`src/rtl/mem_arbiter_pkg.sv`:
```
// Shared constants for the fetch/data memory arbiter:
// FSM states, owner tags and memsize codes.
package mem_arbiter_pkg;

  typedef enum logic [1:0] {
    IDLE = 2'd0,
    REQ  = 2'd1,
    WAIT = 2'd2,
    DONE = 2'd3
  } state_t;

  typedef enum logic {
    OWN_I = 1'b0,
    OWN_D = 1'b1
  } owner_t;

  localparam logic [2:0] MEMSIZE_BYTE = 3'd0;
  localparam logic [2:0] MEMSIZE_HALF = 3'd1;
  localparam logic [2:0] MEMSIZE_WORD = 3'd2;

endpackage

```
`src/rtl/mem_arbiter_if.sv`:
```
// Fetch, data and memory-side bundle of the arbiter.
// master = arbiter view, slave = requesters plus memory.
interface mem_arbiter_if;

  logic        if_req;
  logic [31:0] if_addr;
  logic        if_kill;
  logic [31:0] if_rdata;
  logic        if_valid;

  logic        dm_req;
  logic        dm_we;
  logic [31:0] dm_addr;
  logic [31:0] dm_wdata;
  logic [2:0]  dm_size;
  logic [31:0] dm_rdata;
  logic        dm_done;

  logic        mem_req;
  logic        mem_we;
  logic [31:0] mem_addr;
  logic [31:0] mem_wdata;
  logic [2:0]  mem_size;
  logic        mem_gnt;
  logic        mem_rvalid;
  logic [31:0] mem_rdata;

  modport master (
    input  if_req,
    input  if_addr,
    input  if_kill,
    output if_rdata,
    output if_valid,
    input  dm_req,
    input  dm_we,
    input  dm_addr,
    input  dm_wdata,
    input  dm_size,
    output dm_rdata,
    output dm_done,
    output mem_req,
    output mem_we,
    output mem_addr,
    output mem_wdata,
    output mem_size,
    input  mem_gnt,
    input  mem_rvalid,
    input  mem_rdata
  );

  modport slave (
    output if_req,
    output if_addr,
    output if_kill,
    input  if_rdata,
    input  if_valid,
    output dm_req,
    output dm_we,
    output dm_addr,
    output dm_wdata,
    output dm_size,
    input  dm_rdata,
    input  dm_done,
    input  mem_req,
    input  mem_we,
    input  mem_addr,
    input  mem_wdata,
    input  mem_size,
    output mem_gnt,
    output mem_rvalid,
    output mem_rdata
  );

endinterface

```
`src/rtl/mem_arbiter.sv`:
```
// Single-port memory arbiter: data beats fetch, one
// transaction in flight, killed fetches complete silently.
module mem_arbiter
  import mem_arbiter_pkg::*;
(
  input logic           clk,
  input logic           reset,
  mem_arbiter_if.master bus
);

  state_t state;
  owner_t owner;
  logic   drop;
  logic   kill_hit;
  logic   drop_now;
  logic   resp;

  assign kill_hit = bus.if_kill
                 && owner == OWN_I
                 && (state == REQ || state == WAIT);

  // a kill coinciding with the response still suppresses it
  assign drop_now = drop || kill_hit;

  assign resp = bus.mem_rvalid
             && (state == WAIT
             || (state == REQ && bus.mem_gnt));

  always_ff @(posedge clk or negedge reset) begin
    if (!reset) begin
      state         <= IDLE;
      owner         <= OWN_I;
      drop          <= 1'b0;
      bus.mem_req   <= 1'b0;
      bus.mem_we    <= 1'b0;
      bus.mem_addr  <= '0;
      bus.mem_wdata <= '0;
      bus.mem_size  <= '0;
      bus.if_valid  <= 1'b0;
      bus.dm_done   <= 1'b0;
      bus.if_rdata  <= '0;
      bus.dm_rdata  <= '0;
    end else begin
      bus.if_valid <= 1'b0;
      bus.dm_done  <= 1'b0;

      unique case (state)
        IDLE: begin
          drop <= 1'b0;
          if (bus.dm_req) begin
            owner         <= OWN_D;
            bus.mem_we    <= bus.dm_we;
            bus.mem_addr  <= bus.dm_addr;
            bus.mem_wdata <= bus.dm_wdata;
            bus.mem_size  <= bus.dm_size;
            bus.mem_req   <= 1'b1;
            state         <= REQ;
          end else if (bus.if_req) begin
            owner        <= OWN_I;
            bus.mem_we   <= 1'b0;
            bus.mem_addr <= bus.if_addr;
            bus.mem_size <= MEMSIZE_WORD;
            bus.mem_req  <= 1'b1;
            state        <= REQ;
          end
        end
        REQ: begin
          if (kill_hit)
            drop <= 1'b1;
          if (bus.mem_gnt) begin
            bus.mem_req <= 1'b0;
            state       <= resp ? DONE : WAIT;
          end
        end
        WAIT: begin
          if (kill_hit)
            drop <= 1'b1;
          if (resp)
            state <= DONE;
        end
        DONE: begin
          drop  <= 1'b0;
          state <= IDLE;
        end
      endcase

      if (resp) begin
        if (owner == OWN_D) begin
          bus.dm_done <= 1'b1;
          if (!bus.mem_we)
            bus.dm_rdata <= bus.mem_rdata;
        end else if (!drop_now) begin
          bus.if_valid <= 1'b1;
          bus.if_rdata <= bus.mem_rdata;
        end
      end
    end
  end

endmodule

```
`src/flat_wrapper.sv`:
```
// flat-port wrapper written by rule: the top's interface ports become plain ports
module mem_arbiter_flat import mem_arbiter_pkg::*;
  (clk, reset, bus_if_req, bus_if_addr, bus_if_kill, bus_if_rdata, bus_if_valid, bus_dm_req, bus_dm_we, bus_dm_addr, bus_dm_wdata, bus_dm_size, bus_dm_rdata, bus_dm_done, bus_mem_req, bus_mem_we, bus_mem_addr, bus_mem_wdata, bus_mem_size, bus_mem_gnt, bus_mem_rvalid, bus_mem_rdata);
  mem_arbiter_if bus_i ();
  input logic clk;
  input logic reset;
  input wire logic [$bits(bus_i.if_req)-1:0] bus_if_req;
  input wire logic [$bits(bus_i.if_addr)-1:0] bus_if_addr;
  input wire logic [$bits(bus_i.if_kill)-1:0] bus_if_kill;
  output wire logic [$bits(bus_i.if_rdata)-1:0] bus_if_rdata;
  output wire logic [$bits(bus_i.if_valid)-1:0] bus_if_valid;
  input wire logic [$bits(bus_i.dm_req)-1:0] bus_dm_req;
  input wire logic [$bits(bus_i.dm_we)-1:0] bus_dm_we;
  input wire logic [$bits(bus_i.dm_addr)-1:0] bus_dm_addr;
  input wire logic [$bits(bus_i.dm_wdata)-1:0] bus_dm_wdata;
  input wire logic [$bits(bus_i.dm_size)-1:0] bus_dm_size;
  output wire logic [$bits(bus_i.dm_rdata)-1:0] bus_dm_rdata;
  output wire logic [$bits(bus_i.dm_done)-1:0] bus_dm_done;
  output wire logic [$bits(bus_i.mem_req)-1:0] bus_mem_req;
  output wire logic [$bits(bus_i.mem_we)-1:0] bus_mem_we;
  output wire logic [$bits(bus_i.mem_addr)-1:0] bus_mem_addr;
  output wire logic [$bits(bus_i.mem_wdata)-1:0] bus_mem_wdata;
  output wire logic [$bits(bus_i.mem_size)-1:0] bus_mem_size;
  input wire logic [$bits(bus_i.mem_gnt)-1:0] bus_mem_gnt;
  input wire logic [$bits(bus_i.mem_rvalid)-1:0] bus_mem_rvalid;
  input wire logic [$bits(bus_i.mem_rdata)-1:0] bus_mem_rdata;
  assign bus_i.if_req = bus_if_req;
  assign bus_i.if_addr = bus_if_addr;
  assign bus_i.if_kill = bus_if_kill;
  assign bus_if_rdata = bus_i.if_rdata;
  assign bus_if_valid = bus_i.if_valid;
  assign bus_i.dm_req = bus_dm_req;
  assign bus_i.dm_we = bus_dm_we;
  assign bus_i.dm_addr = bus_dm_addr;
  assign bus_i.dm_wdata = bus_dm_wdata;
  assign bus_i.dm_size = bus_dm_size;
  assign bus_dm_rdata = bus_i.dm_rdata;
  assign bus_dm_done = bus_i.dm_done;
  assign bus_mem_req = bus_i.mem_req;
  assign bus_mem_we = bus_i.mem_we;
  assign bus_mem_addr = bus_i.mem_addr;
  assign bus_mem_wdata = bus_i.mem_wdata;
  assign bus_mem_size = bus_i.mem_size;
  assign bus_i.mem_gnt = bus_mem_gnt;
  assign bus_i.mem_rvalid = bus_mem_rvalid;
  assign bus_i.mem_rdata = bus_mem_rdata;
  mem_arbiter u_core (.clk(clk), .reset(reset), .bus(bus_i));
endmodule
```
`config.mk`:
```
export PLATFORM = sky130hd
export DESIGN_NAME = mem_arbiter_flat
export DESIGN_NICKNAME = d
export VERILOG_FILES = /design/src/rtl/mem_arbiter_pkg.sv /design/src/rtl/mem_arbiter_if.sv /design/src/rtl/mem_arbiter.sv /design/src/flat_wrapper.sv
export SDC_FILE = /design/constraint.sdc
export NUM_CORES = 1
export LEC_CHECK = 0
export ABC_AREA = 0
export CORE_ASPECT_RATIO = 1.75
export CORE_MARGIN = 2
export CORE_UTILIZATION = 41
export DETAILED_ROUTE_END_ITERATION = 7
export GPL_TIMING_DRIVEN = 0
export PLACE_DENSITY = 0.84
export SLEW_MARGIN = 15
export SYNTH_ARGS = -nofsm -noshare
export SYNTH_HDL_FRONTEND = slang
export SYNTH_SLANG_ARGS = --single-unit
```
`constraint.sdc`:
```
create_clock -name clk -period 1.95 [get_ports clk]
set_input_delay 0.2925 -clock clk [delete_from_list [all_inputs] [get_ports clk]]
set_output_delay 0.2925 -clock clk [all_outputs]
set_load 0.03 [all_outputs]
```
==> results.json, run 1 <==
{
  "status": "finished clean",
  "gr-usage-all-layers_pct": 20.6,
  "r2r_cells": 7,
  "antenna_found_initial": 0,
  "tns_ns": 0,
  "first_iter_violations": 111,
  "vias": 4247,
  "postLayoutCoreUtil_pct": 69.4,
  "setup_slack_ns": 0.0482,
  "power_density_mw_per_mm2": 1860,
  "post-place-ws_ns": -0.196,
  "dp_hpwl_um": 11700,
  "fin_crit_sh_pct": 97.5,
  "ant_nets": 0,
  "nets": 830,
  "synth_seq_cells": 139,
  "max-vdd-ir-drop_mv": 0.952,
  "grt_pass1_wl_um": 23300,
  "numCtsBuffers": 17,
  "rsz0062_at_grt": "true",
  "cp_top_family": "buffers and inverters",
  "ys_types": 28,
  "firstDrtPassIters": 4,
  "crit_path_frequent_cell": "buf_4",
  "die_h_um": 158,
  "ys_warn_count": 0,
  "start_util_pct": 41.7,
  "hold_viol": 0,
  "drv_slew": 0,
  "area_growth_pct": 66.2,
  "clkLatencyLatePin_ns": 0.40,
  "h-tree-depth": 4,
  "gp_congestion": 0.747,
  "rows": 56,
  "cp_data_arrival_time_ns": 2.18,
  "min_path_type": "input pin to async pin",
  "detail_route.wl_per_cell_um": 17.1,
  "maxSlewHeadroom_pct": 64.3,
  "p_leak_uw": 0.00404,
  "clkTransAtPathRegs_ns": 0.06,
  "setup_violations": 0,
  "routed_wl_um": 14900,
  "whs_ns": 0.417,
  "syn_inst": 389,
  "grt_max_degree": 84,
  "path_cells": "buf_4 > ha_1 > a21o_1 > nand4b_1 > buf_4 > buf_4 > mux2_2",
  "rrSetupSlack_ns": 0.05,
  "worst_pin_slew_ns": 0.535,
  "diodes": 0,
  "drive_gt1_share_pct": 22.2,
  "root_buffer": "clkbuf_16",
  "ios": 274,
  "drc": 0,
  "syn_area_mm2": 0.00556,
  "via_per_inst": 4.87,
  "cts_tree": "built",
  "max_clock_freq_ghz": 0.526,
  "core_region_area_mm2": 0.0133,
  "worst_path_max_delay_cell": "dfrtp_1",
  "reg2reg_from": "u_core.state[1]$_DFFE_PN0P_",
  "fin_crit_ns": 1.90,
  "clock-skew-final_ns": 0.00757,
  "crit_fanout": 10,
  "critPathMaxStageDelay_ns": 0.41,
  "die-area_mm2": 0.0145,
  "cts_sinks": 139,
  "cts_buffer_depth": 2,
  "critPathCaptureType": "flip-flop",
  "synth_nets": 532,
  "critical_path_class": "flip-flop to flip-flop",
  "cp-start-kind": "flip-flop",
  "die_w_um": 92.0,
  "syn_avg_cell_area_um2": 14.3,
  "timing.rr.end": "u_core.bus.dm_rdata[5]$_DFFE_PN0P_",
  "portBuffers": 273,
  "ys_seq_area_share_pct": 62.6,
  "first_global_vias": 4629,
  "grt_overflow_total": 0,
  "path_buf_inv": 3,
  "cap_violations": 0,
  "cp.required_ns": 2.23
}
[logic make-up after synthesis]
family / share of synthesized area, %
flip-flops: 62.6
AND/OR/NAND/NOR: 3.92
multiplexers: 25.5
adder cells (fa/ha/maj): 0.901
buffers and inverters: 2.45
AO/OA/AOI/OAI: 4.66
[flip-flops by register name, summed over array words and instances, names as in the netlist]
signal,cells
u_core.bus.dm_rdata,32
u_core.bus.mem_req,1
u_core.bus.if_rdata,32
u_core.bus.mem_wdata,32
u_core.bus.mem_size,3
u_core.bus.mem_we,1
u_core.owner,1
u_core.bus.if_valid,1
u_core.bus.mem_addr,32
u_core.bus.dm_done,1
u_core.state,2
u_core.drop,1
[repair_timing]
item / 4_1_cts / 5_1_grt
hold buffers: 1 / 0
endpoints found under the hold margin: 56 / 0
gates cloned: 0 / 0
setup endpoints to repair: 59 / 102
setup buffers: 3 / 1
pin swaps: 1 / 1
resized for setup: 6 / 11
[synthesized netlist by cell type]
cell type / count / area (um2)
o21a_1: 1 / 7.51
o211ai_1: 1 / 7.51
and3_4: 1 / 11.3
a32o_1: 3 / 30.0
nand3_2: 1 / 10.0
clkbuf_1: 7 / 26.3
mux2_2: 96 / 1080
inv_1: 4 / 15.0
buf_2: 10 / 50.1
or3b_4: 1 / 11.3
nand4_1: 1 / 6.26
and3_1: 1 / 6.26
nor2b_1: 1 / 6.26
mux2_4: 1 / 15.0
nand2b_1: 3 / 18.8
a21oi_1: 2 / 10.0
a22o_1: 1 / 8.76
a211oi_1: 1 / 7.51
o21ai_0: 32 / 160
dfrtp_1: 139 / 3480
ha_1: 4 / 50.1
o21ai_1: 1 / 5.00
mux2i_1: 32 / 320
nand4b_1: 1 / 8.76
nand2_1: 36 / 135
a21o_1: 3 / 22.5
nor2_1: 1 / 3.75
buf_6: 4 / 45.0
[per-stage QoR]
stage	instance area [um2]	power (uW)	instances
3_3_place_gp	8510	13600	836
4_1_cts	9210	17300	871
3_5_place_dp	8540	13900	837
6_report	9240	17200	872
2_1_floorplan	5560	9930	389
5_1_grt	9240	18000	872
[worst max-delay path by stage]
stage | from | to | slack, ns | cells past startpoint
final | u_core.state[1]$_DFFE_PN0P_ | u_core.bus.dm_rdata[5]$_DFFE_PN0P_ | 0.05 | 7
after global routing | u_core.state[1]$_DFFE_PN0P_ | u_core.bus.dm_rdata[29]$_DFFE_PN0P_ | -0.03 | 7
after CTS | u_core.state[1]$_DFFE_PN0P_ | u_core.bus.dm_rdata[5]$_DFFE_PN0P_ | 0.03 | 7
after detailed placement | bus_mem_gnt | u_core.bus.dm_rdata[5]$_DFFE_PN0P_ | -0.20 | 5
after global placement | reset | u_core.bus.mem_wdata[12]$_DFFE_PN0P_ | -4.60 | 1
after floorplan | u_core.state[0]$_DFFE_PN0P_ | u_core.bus.if_rdata[10]$_DFFE_PN0P_ | 0.20 | 6
[cells in the final DEF (no fill, tap or decap), drive strengths merged, types with 3 or more instances in the layout]
cell type	synthesis	layout
a21o	3	3
a32o	3	3
buf	14	17
bufinv	0	4
clkbuf	7	27
clkdlybuf4s50	0	272
clkinvlp	0	3
dfrtp	139	139
ha	4	4
inv	4	8
mux2	97	97
mux2i	32	32
nand2	36	36
nand2b	3	3
o21ai	33	33
[metal layers]
| metal | wire length [um] | track usage (%) |
|---|---|---|
| met4 | 413 | 8.24 |
| met1 | 5090 | 21.0 |
| met3 | 961 | 6.47 |
| met2 | 8410 | 38.8 |
| met5 | 0 | 0 |
[area by class of cell]
cell class / count / area, um2
Buffer: 21 / 148
Clock buffer: 17 / 425
Fill cell: 992 / 4080
Tap cell: 174 / 218
Multi-Input combinational cell: 225 / 1960
Inverter: 4 / 15.0
Clock inverter: 13 / 191
Timing Repair Buffer: 279 / 2800
Sequential cell: 139 / 3480
[power by group]
group	switching [uW]	internal, uW	leakage, uW	total, uW
sequential	762	4330	0.00168	5100
combinational	4740	4000	0.00207	8740
clock	1210	2140	0.000293	3360
[worst reg2reg max path, cell delays in order (launching register included)]
cell and delay (ns):
dfrtp_1 0.41, buf_4 0.15, ha_1 0.20, a21o_1 0.21, nand4b_1 0.11, buf_4 0.15, buf_4 0.20, mux2_2 0.36
Note: power is estimated with default switching activity, not from simulation.
==> inputs of run 2 (changes only) <==
Settings changed: TNS_END_PERCENT from default to 1.
==> run 2 against run 1 <==
Effect of this change:
- routed wire length is essentially flat
- setup slack worse by 0.0047 ns
- worst hold slack gained 0.00056 ns
- register-to-register slack is essentially flat
- critical path type unchanged
- critical endpoint unchanged
- largest cell class unchanged
- largest power group unchanged
==> results.json, run 2 (synthesis gave the netlist of run 1 again) <==
{
  "antenna_found_initial": 0,
  "drc": 0,
  "grt_overflow_total": 0,
  "ios": 274,
  "cp.required_ns": 2.23,
  "most-common-layout-cells": "clkdlybuf4s50_1, dfrtp_1, mux2_2",
  "dp_hpwl_um": 11700,
  "final_common_cell": "clkdlybuf4s50_1",
  "totalPowerFinal_uw": 17200,
  "crit_fanout": 10,
  "first_iter_violations": 117,
  "tns_ns": 0,
  "setup_violations": 0,
  "min_path_type": "input pin to async pin",
  "rows": 56,
  "hold_viol": 0,
  "fin_crit_ns": 1.91,
  "critPathCaptureType": "flip-flop",
  "gp_congestion": 0.747,
  "cts_tree": "built",
  "drive_gt1_share_pct": 22.0,
  "timing.rr.end": "u_core.bus.dm_rdata[5]$_DFFE_PN0P_",
  "max_clock_freq_ghz": 0.525,
  "cts_buffer_depth": 2,
  "rrSetupSlack_ns": 0.04,
  "postLayoutCoreUtil_pct": 69.2,
  "seq_area_mm2": 0.00348,
  "clkLatencyLatePin_ns": 0.40,
  "grt_pass1_wl_um": 23200,
  "clock-skew-final_ns": 0.00740,
  "rsz0062_at_grt": "true",
  "area_growth_pct": 65.7,
  "cp-start-kind": "flip-flop",
  "fillCellCount": 989,
  "drv_slew": 0,
  "reg2reg_from": "u_core.state[1]$_DFFE_PN0P_",
  "start_util_pct": 41.7,
  "maxSlewHeadroom_pct": 64.3,
  "vias": 4240,
  "p_leak_uw": 0.00403,
  "via_per_inst": 4.87,
  "worst_pin_slew_ns": 0.536,
  "status": "finished clean",
  "final_cell_area_mm2": 0.00921,
  "core_region_area_mm2": 0.0133,
  "ant_nets": 0,
  "die_h_um": 158,
  "critical_path_class": "flip-flop to flip-flop",
  "die-area_mm2": 0.0145,
  "gr-usage-all-layers_pct": 20.6,
  "fin_crit_sh_pct": 97.8,
  "cp_data_arrival_time_ns": 2.18,
  "portBuffers": 273,
  "first_global_vias": 4623,
  "r2r_cells": 7,
  "detail_route.wl_per_cell_um": 17.1,
  "power_density_mw_per_mm2": 1860,
  "numCtsBuffers": 17,
  "routed_wl_um": 14900,
  "place_area_mm2": 0.00854,
  "diodes": 0,
  "max-vdd-ir-drop_mv": 0.952,
  "root_buffer": "clkbuf_16",
  "cts_sinks": 139,
  "die_w_um": 92.0,
  "cap_violations": 0,
  "nets": 828,
  "h-tree-depth": 4,
  "clkTransAtPathRegs_ns": 0.06,
  "grt_max_degree": 84,
  "firstDrtPassIters": 4,
  "multiInputGateArea_mm2": 0.00196
}
## run 2: cell types whose count changed in the layout (fill, tap and decap cells not counted)
cell      change
ha_2          -1
nand2_2       +1
buf_2         +1
nand2_1       -1
ha_1          +1
buf_8         -1
buf_4         -1
clkbuf_4      -1
## run 2: through the flow
| step | instances | setup slack (ns) | hold WS (ns) |
|---|---|---|---|
| floorplan | 389 | 0.196 | -0.00309 |
| global placement | 836 | -4.60 | 0.463 |
| detailed placement | 837 | -0.196 | 0.296 |
| CTS | 870 | 0.0294 | 0.435 |
| global route | 870 | -0.0735 | 0.453 |
| finish | 870 | 0.0435 | 0.417 |
## run 2: final cells by class
class	count	area share [%]
flip-flops and latches	139	37.8
repair buffers	277	30.3
multi-input cells	225	21.3
clock buffers	17	4.62
well taps	174	2.36
clock inverters	13	2.08
plain buffers	21	1.49
inverters	4	0.163
## run 2: repair_timing
item / 4_1_cts / 5_1_grt
resized for setup: 5 / 9
hold endpoints to repair: 56 / 0
hold buffers: 1 / 0
endpoints found under the setup margin: 59 / 100
pin swaps: 0 / 1
setup buffers: 2 / 0
## run 2: how the worst max path moves through the flow
stage	startpoint	to
after floorplan	u_core.state[0]$_DFFE_PN0P_	u_core.bus.if_rdata[10]$_DFFE_PN0P_
after global placement	reset	u_core.bus.mem_wdata[12]$_DFFE_PN0P_
after detailed placement	bus_mem_gnt	u_core.bus.dm_rdata[5]$_DFFE_PN0P_
after CTS	u_core.state[1]$_DFFE_PN0P_	u_core.bus.if_rdata[6]$_DFFE_PN0P_
after global routing	u_core.state[1]$_DFFE_PN0P_	u_core.bus.dm_rdata[19]$_DFFE_PN0P_
final	u_core.state[1]$_DFFE_PN0P_	u_core.bus.dm_rdata[5]$_DFFE_PN0P_
## run 2: report_power, final
group,switching [uW],total [uW],internal (uW)
logic,4730,8710,3970
registers,763,5100,4330
clock network,1210,3360,2140
## run 2: worst max-delay path, cell delays in order, from the launching register on
cell      delay (ns)
dfrtp_1         0.40
inv_1           0.10
ha_1            0.24
a21o_1          0.22
nand4b_1        0.11
buf_4           0.16
buf_4           0.20
mux2_2          0.36
## run 2: routing by layer
metal	track usage (%)	up-vias	wire, um
li1	-	1951	-
met3	6.47	29	946
met2	38.8	176	8380
met1	21.0	2084	5110
met4	8.24	0	413
met5	0	-	0
